<file path="src/rtl/atm_pkg.sv">
// atm_pkg: status codes, ASCII key constants, menu choice and collector state types shared by the ATM key-entry logic.
package atm_pkg;
   typedef enum logic [3:0] {
      ST_NONE          = 4'b0000,
      ST_ACC_FOUND     = 4'b0001,
      ST_ACC_NOT_FOUND = 4'b0010,
      ST_WRONG_PIN     = 4'b0011,
      ST_BALANCE       = 4'b0100,
      ST_NO_FUNDS      = 4'b0101,
      ST_TXN_OK        = 4'b0110,
      ST_EXIT          = 4'b0111,
      ST_INPUT_COMPLETE= 4'b1000,
      ST_TIMEOUT       = 4'b1001
   } status_e;
   typedef enum logic [1:0] {
      MENU_BALANCE  = 2'd0,
      MENU_CONVERT  = 2'd1,
      MENU_WITHDRAW = 2'd2,
      MENU_TRANSFER = 2'd3
   } menu_e;
   typedef enum logic [1:0] {S_IDLE, S_COLLECT, S_DONE} state_e;
   localparam logic [7:0] KEY_ENTER = 8'h0D;
   localparam logic [7:0] KEY_BKSP  = 8'h08;
   localparam logic [7:0] KEY_QUIT  = 8'h71;
   localparam logic [7:0] KEY_B     = 8'h62;
   localparam logic [7:0] KEY_C     = 8'h63;
   localparam logic [7:0] KEY_W     = 8'h77;
   localparam logic [7:0] KEY_T     = 8'h74;
endpackage

</file>
<file path="src/rtl/keypad_field_collector_if.sv">
// keypad_field_collector_if: key stream in, collected field out; master = decoder/consumer side, slave = collector.
interface keypad_field_collector_if
   import atm_pkg::*;
#(
   parameter int MAX_DIGITS = 4,
   parameter int DIGIT_W    = 4
);
   logic                                 start;
   logic                                 menu_mode;
   logic                                 key_valid;
   logic [7:0]                           ascii_code;
   logic                                 busy;
   logic                                 field_valid;
   logic [MAX_DIGITS*DIGIT_W-1:0]        field_value;
   logic [$clog2(MAX_DIGITS+1)-1:0]      digit_count;
   menu_e                                menu_sel;
   status_e                              status_code;
   logic                                 exit_req;
   logic                                 reject;
   modport master (
      output start, menu_mode, key_valid, ascii_code,
      input  busy, field_valid, field_value, digit_count, menu_sel, status_code, exit_req, reject
   );
   modport slave (
      input  start, menu_mode, key_valid, ascii_code,
      output busy, field_valid, field_value, digit_count, menu_sel, status_code, exit_req, reject
   );
endinterface

</file>
<file path="src/rtl/ascii_key_classify.sv">
// ascii_key_classify: combinational decode of one ASCII code into digit / edit / quit / menu classes.
module ascii_key_classify
   import atm_pkg::*;
(
   input  logic [7:0] ascii_i,
   output logic       is_digit_o,
   output logic [3:0] digit_o,
   output logic       is_enter_o,
   output logic       is_bksp_o,
   output logic       is_quit_o,
   output logic       is_menu_o,
   output menu_e      menu_code_o
);
   always_comb begin
      is_digit_o  = ascii_i >= 8'h30 && ascii_i <= 8'h39;
      digit_o     = ascii_i[3:0];
      is_enter_o  = ascii_i == KEY_ENTER;
      is_bksp_o   = ascii_i == KEY_BKSP;
      is_quit_o   = ascii_i == KEY_QUIT;
      is_menu_o   = ascii_i == KEY_B || ascii_i == KEY_C || ascii_i == KEY_W || ascii_i == KEY_T;
      menu_code_o = ascii_i == KEY_C ? MENU_CONVERT :
                    ascii_i == KEY_W ? MENU_WITHDRAW :
                    ascii_i == KEY_T ? MENU_TRANSFER : MENU_BALANCE;
   end
endmodule

</file>
<file path="src/rtl/keypad_field_collector.sv">
// keypad_field_collector: collects one BCD or menu field from the ASCII key stream.
// Optional idle abort when KEYPAD_TIMEOUT_EN is defined.
module keypad_field_collector
   import atm_pkg::*;
#(
   parameter int MAX_DIGITS  = 4,
   parameter int MIN_DIGITS  = 4,
   parameter int DIGIT_W     = 4,
   parameter int TIMEOUT_CYC = 50_000_000
)(
   input logic                    clk,
   input logic                    rst_n,
   keypad_field_collector_if.slave kp
);
   localparam int FW = MAX_DIGITS * DIGIT_W;
   localparam int CW = $clog2(MAX_DIGITS + 1);
   state_e         state_q, state_d;
   logic [FW-1:0]  val_q, val_d;
   logic [CW-1:0]  cnt_q, cnt_d;
   logic           mode_q, mode_d;
   menu_e          sel_q, sel_d;
   status_e        stat_q, stat_d;
   logic           fv_q, fv_d, ex_q, ex_d, rej_q, rej_d;
   logic           is_digit, is_enter, is_bksp, is_quit, is_menu, timeout;
   logic [3:0]     digit;
   menu_e          menu_code;
   ascii_key_classify u_cls (
      .ascii_i     (kp.ascii_code),
      .is_digit_o  (is_digit),
      .digit_o     (digit),
      .is_enter_o  (is_enter),
      .is_bksp_o   (is_bksp),
      .is_quit_o   (is_quit),
      .is_menu_o   (is_menu),
      .menu_code_o (menu_code)
   );
`ifdef KEYPAD_TIMEOUT_EN
   localparam int TW = $clog2(TIMEOUT_CYC + 1);
   logic [TW-1:0] tmo_q, tmo_d;
   always_comb begin
      tmo_d   = (kp.start || kp.key_valid || state_q != S_COLLECT) ? '0 : tmo_q + 1'b1;
      timeout = state_q == S_COLLECT && !kp.start && !kp.key_valid && tmo_q == TW'(TIMEOUT_CYC - 1);
   end
   always_ff @(posedge clk or negedge rst_n)
      if (!rst_n) tmo_q <= '0;
      else        tmo_q <= tmo_d;
`else
   assign timeout = 1'b0;
`endif
   // start takes priority over any key in the same cycle, in every state
   always_comb begin
      state_d = state_q;
      val_d   = val_q;
      cnt_d   = cnt_q;
      mode_d  = mode_q;
      sel_d   = sel_q;
      stat_d  = stat_q;
      fv_d    = 1'b0;
      ex_d    = 1'b0;
      rej_d   = 1'b0;
      if (kp.start) begin
         state_d = S_COLLECT;
         val_d   = '0;
         cnt_d   = '0;
         mode_d  = kp.menu_mode;
      end else if (state_q == S_COLLECT) begin
         if (kp.key_valid && is_quit || timeout) begin
            ex_d    = 1'b1;
            stat_d  = timeout ? ST_TIMEOUT : ST_EXIT;
            val_d   = '0;
            cnt_d   = '0;
            state_d = S_IDLE;
         end else if (kp.key_valid && mode_q) begin
            if (is_menu) begin
               sel_d   = menu_code;
               stat_d  = ST_INPUT_COMPLETE;
               fv_d    = 1'b1;
               state_d = S_DONE;
            end else rej_d = 1'b1;
         end else if (kp.key_valid) begin
            if (is_digit && cnt_q < CW'(MAX_DIGITS)) begin
               val_d = (val_q << DIGIT_W) | FW'(digit);
               cnt_d = cnt_q + 1'b1;
            end else if (is_bksp && cnt_q != '0) begin
               val_d = val_q >> DIGIT_W;
               cnt_d = cnt_q - 1'b1;
            end else if (is_enter && cnt_q >= CW'(MIN_DIGITS)) begin
               stat_d  = ST_INPUT_COMPLETE;
               fv_d    = 1'b1;
               state_d = S_DONE;
            end else rej_d = 1'b1;
         end
      end
   end
   always_ff @(posedge clk or negedge rst_n)
      if (!rst_n) begin
         state_q <= S_IDLE;
         val_q   <= '0;
         cnt_q   <= '0;
         mode_q  <= 1'b0;
         sel_q   <= MENU_BALANCE;
         stat_q  <= ST_NONE;
         fv_q    <= 1'b0;
         ex_q    <= 1'b0;
         rej_q   <= 1'b0;
      end else begin
         state_q <= state_d;
         val_q   <= val_d;
         cnt_q   <= cnt_d;
         mode_q  <= mode_d;
         sel_q   <= sel_d;
         stat_q  <= stat_d;
         fv_q    <= fv_d;
         ex_q    <= ex_d;
         rej_q   <= rej_d;
      end
   assign kp.busy        = state_q == S_COLLECT;
   assign kp.field_valid = fv_q;
   assign kp.field_value = val_q;
   assign kp.digit_count = cnt_q;
   assign kp.menu_sel    = sel_q;
   assign kp.status_code = stat_q;
   assign kp.exit_req    = ex_q;
   assign kp.reject      = rej_q;
endmodule

</file>
<file path="src/flat_wrapper.sv">
// flat-port wrapper written by rule: the top's interface ports become plain ports
module keypad_field_collector_flat import atm_pkg::*;
#(
   parameter int MAX_DIGITS  = 4,
   parameter int MIN_DIGITS  = 4,
   parameter int DIGIT_W     = 4,
   parameter int TIMEOUT_CYC = 50_000_000
)
  (clk, rst_n, kp_start, kp_menu_mode, kp_key_valid, kp_ascii_code, kp_busy, kp_field_valid, kp_field_value, kp_digit_count, kp_menu_sel, kp_status_code, kp_exit_req, kp_reject);
  keypad_field_collector_if #(.MAX_DIGITS(MAX_DIGITS), .DIGIT_W(DIGIT_W)) kp_i ();
  input logic clk;
  input logic rst_n;
  input wire logic [$bits(kp_i.start)-1:0] kp_start;
  input wire logic [$bits(kp_i.menu_mode)-1:0] kp_menu_mode;
  input wire logic [$bits(kp_i.key_valid)-1:0] kp_key_valid;
  input wire logic [$bits(kp_i.ascii_code)-1:0] kp_ascii_code;
  output wire logic [$bits(kp_i.busy)-1:0] kp_busy;
  output wire logic [$bits(kp_i.field_valid)-1:0] kp_field_valid;
  output wire logic [$bits(kp_i.field_value)-1:0] kp_field_value;
  output wire logic [$bits(kp_i.digit_count)-1:0] kp_digit_count;
  output wire logic [$bits(kp_i.menu_sel)-1:0] kp_menu_sel;
  output wire logic [$bits(kp_i.status_code)-1:0] kp_status_code;
  output wire logic [$bits(kp_i.exit_req)-1:0] kp_exit_req;
  output wire logic [$bits(kp_i.reject)-1:0] kp_reject;
  assign kp_i.start = kp_start;
  assign kp_i.menu_mode = kp_menu_mode;
  assign kp_i.key_valid = kp_key_valid;
  assign kp_i.ascii_code = kp_ascii_code;
  assign kp_busy = kp_i.busy;
  assign kp_field_valid = kp_i.field_valid;
  assign kp_field_value = kp_i.field_value;
  assign kp_digit_count = kp_i.digit_count;
  assign kp_menu_sel = kp_i.menu_sel;
  assign kp_status_code = kp_i.status_code;
  assign kp_exit_req = kp_i.exit_req;
  assign kp_reject = kp_i.reject;
  keypad_field_collector #(.MAX_DIGITS(MAX_DIGITS), .MIN_DIGITS(MIN_DIGITS), .DIGIT_W(DIGIT_W), .TIMEOUT_CYC(TIMEOUT_CYC)) u_core (.clk(clk), .rst_n(rst_n), .kp(kp_i));
endmodule
</file>
<file path="config.mk">
export PLATFORM = sky130hd
export DESIGN_NAME = keypad_field_collector_flat
export DESIGN_NICKNAME = d
export VERILOG_FILES = /design/src/rtl/atm_pkg.sv /design/src/rtl/keypad_field_collector_if.sv /design/src/rtl/ascii_key_classify.sv /design/src/rtl/keypad_field_collector.sv /design/src/flat_wrapper.sv
export SDC_FILE = /design/constraint.sdc
export NUM_CORES = 1
export LEC_CHECK = 0
export BUFFER_PORTS_ARGS = -buffer_cell sky130_fd_sc_hd__buf_2
export CAP_MARGIN = 20
export CELL_PAD_IN_SITES_DETAIL_PLACEMENT = 0
export CELL_PAD_IN_SITES_GLOBAL_PLACEMENT = 1
export CORE_MARGIN = 2
export CORE_UTILIZATION = 40
export DETAILED_ROUTE_END_ITERATION = 8
export PLACE_DENSITY = 0.79
export SYNTH_ARGS = -nofsm -noshare
export SYNTH_HDL_FRONTEND = slang
export SYNTH_HIERARCHICAL = 1
export SYNTH_SLANG_ARGS = --single-unit
</file>
<file path="constraint.sdc">
create_clock -name clk -period 2.6 [get_ports clk]
set_clock_uncertainty 0.15 [all_clocks]
set_input_delay 0.13 -clock clk [delete_from_list [all_inputs] [get_ports clk]]
set_output_delay 0.13 -clock clk [all_outputs]
set_load 0.02 [all_outputs]
</file>
==> flow_summary.ini <==
[die]
fp.dieW_microns = 69.1
die_h_microns = 69.1
fp.dieArea_sq_um = 4780
rows = 23
coreArea_sq_um = 4030
start_util_pct = 42.1
io_pins = 42

[clock_tree]
htree_levels = 2
post-cts-setup-buffer-count = 0
clock_latency_ns = 0.27
cts_made_buffers = 5
cts.path.max_buffers = 2
cts_tree = yes
clk_pin_slew_ns = 0.06
cts_root_buf = clkbuf_8
cts_resized = 0
cts.sinks = 29

[timing]
max_slew.worst_pin.slew_ns = 0.907
slew_viol_final = 0
fin_crit_ns = 2.28
rsz0062_at_grt = no
maxSlewHeadroom_pct = 39.5
finalHoldViolCount = 0
fmax_mhz = 439
setup_tns_ns = 0
setup_viol = 0
period_share_pct = 87.5
hold_slack_ns = 0.0447

[route]
wl_per_cell_microns = 14.4
first_pass_iters = 4
num_vias = 1443
drt_iter0_drc = 83
wl_microns = 3850
ant_nets = 0
drc_errors = 0
vias_per_cell = 5.38

[critical_path]
start_kind = primary input
critical_path_class = in2reg
cp_slowest_cell = or4b_4
worst_setup_path_end_kind = register
cpPeakStageDelay_ns = 0.56
cp_max_fo = 12
critical_path_required_ns = 2.61
critPathArrivalTime_ns = 2.29
crit_chain = buf_2 > or4b_4 > nor4b_4 > a21boi_0 > a221oi_4 > nor2_2 > buf_12 > mux2_2

[global_route]
grt_pass1_vias = 1407
antenna_found_initial = 0
grt_start_max_net_pins = 30
grt_use_met3_pct = 4.24
grt_pass1_wl_microns = 6870
gr-total-overflow = 0
grtUsageMet2_pct = 28.4
busiest_layer = met2
gr-usage-all-layers_pct = 17.7
grtUsageMet1_pct = 23.6

[pwr]
finalPower_mw = 1.09
ir_worst_vdd_mv = 0.256
pwr_density_cell_nw_per_um2 = 525
p_leak_nw = 0.981

[run_status]
status = complete, no violations

[synth]
synth.avg_cell_area_sq_um = 9.86
synth_fp_nets = 186
synthArstFlopShare_pct = 100
mappedNetlistArea_sq_um = 1700
syn_inst = 172
synth_ff_type = dfrtp_1
synth-edff-count = 0
ys_types = 46
yosysSeqAreaShare_pct = 42.8
ys_ff_latch = 29
synth_warnings = 6

[cells_and_area]
syn2layout_area_growth_pct = 22.5
final_cell_mix = 41 x buf_2, 29 x dfrtp_1, 28 x nand2_1, 16 x a21oi_1
fin_nets = 231
fillers = 377
mostFrequentLayoutCell = buf_2
diodes = 0
fin_util_pct = 51.6
drive_gt1_share_pct = 37.2

[min_path]
min_path_type = in2reg

[place]
gp_congestion = 0.783
portBuffers = 41
place_hpwl_microns = 2860

[flow_run]
maxCapViolCount = 0
area by class of cell:
class | instances | area (sq um) | share of cell area, %
Multi-Input combinational cell | 124 | 868 | 41.8
Sequential cell | 29 | 726 | 34.9
Clock buffer | 7 | 96.3 | 4.64
Inverter | 6 | 22.5 | 1.08
Timing Repair Buffer | 51 | 298 | 14.3
Tap cell | 50 | 62.6 | 3.01
Clock inverter | 1 | 5.00 | 0.241
critical path: cells and delay by family:
family | cells | cell delay, ns
compound gates | 2 | 0.46
mux | 1 | 0.34
simple gates | 3 | 1.06
buf+inv | 2 | 0.28
worst paths after layout:
| kind | startpoint | end | slack (ns) | cells after the start |
|---|---|---|---|---|
| max reg2reg | u_core/state_q[0] | u_core/kp.field_value[6] | 0.42 | 5 |
| max | kp_ascii_code[4] | u_core/kp.field_value[0] | 0.32 | 8 |
| min in group asynchronous | rst_n | u_core/kp.menu_sel[1] | 0.27 | 2 |
| min | kp_start | u_core/state_q[0] | 0.04 | 2 |
| max in group asynchronous | rst_n | u_core/kp.digit_count[2] | 1.61 | 2 |
| min reg2reg | u_core/kp.status_code[3] | u_core/kp.status_code[3] | 0.33 | 1 |
registers in the layout (all words and copies together), names as in the netlist:
name,count
u_core/kp.exit_req,1
u_core/kp.status_code,2
u_core/kp.reject,1
u_core/kp.menu_sel,2
u_core/kp.digit_count,3
u_core/state_q,2
u_core/kp.field_valid,1
u_core/kp.field_value,16
u_core/mode_q,1
kinds of logic (layout without fill, tap and decap cells):
family	Yosys count	count (layout)	synth area share [%]
buffers and inverters	19	65	6.05
adder cells (fa/ha/maj)	1	1	1.18
AND/OR/NAND/NOR	64	64	20.7
AO/OA/AOI/OAI	42	42	16.4
XOR/XNOR	1	1	0.516
multiplexers	16	16	12.4
flip-flops	29	29	42.8
where the power goes:
part           total, mW  internal (mW)  switching, mW  leakage [nW]
clock network      0.403          0.239          0.164        0.0542
logic              0.197         0.0841          0.113         0.538
registers          0.492          0.469         0.0228         0.388
routing by layer:
metal | up-vias | routed length [microns]
met5 | - | 0
met4 | 0 | 38
met3 | 4 | 136
met2 | 38 | 1880
met1 | 706 | 1800
li1 | 695 | -
cells in the mapped netlist, drive strengths merged (3+ instances only):
master,n,share of area [%]
o21ai,9,2.7
clkbuf,4,0.88
a21oi,16,4.7
inv,6,1.3
buf,9,3.8
mux2,16,12
nand2,28,6.2
o31ai,4,1.8
dfrtp,29,43
nand3,6,1.8
nand2b,3,1.1
nor2,10,2.4
metrics by stage:
stage	cells	instance area, sq um	worst slack (ns)
final	268	2080	0.324
after global routing	268	2080	0.236
after CTS	268	2080	0.317
after detailed placement	258	1960	0.0190
after global placement	258	1960	0.0873
after floorplan	172	1700	0.171
repair_timing:
action | in CTS | in global routing
hold buffers | 2 | 0
setup endpoints to repair | 0 | 0
endpoints found under the hold margin | 30 | 0
No activity file was read; power rests on OpenSTA's default activity.
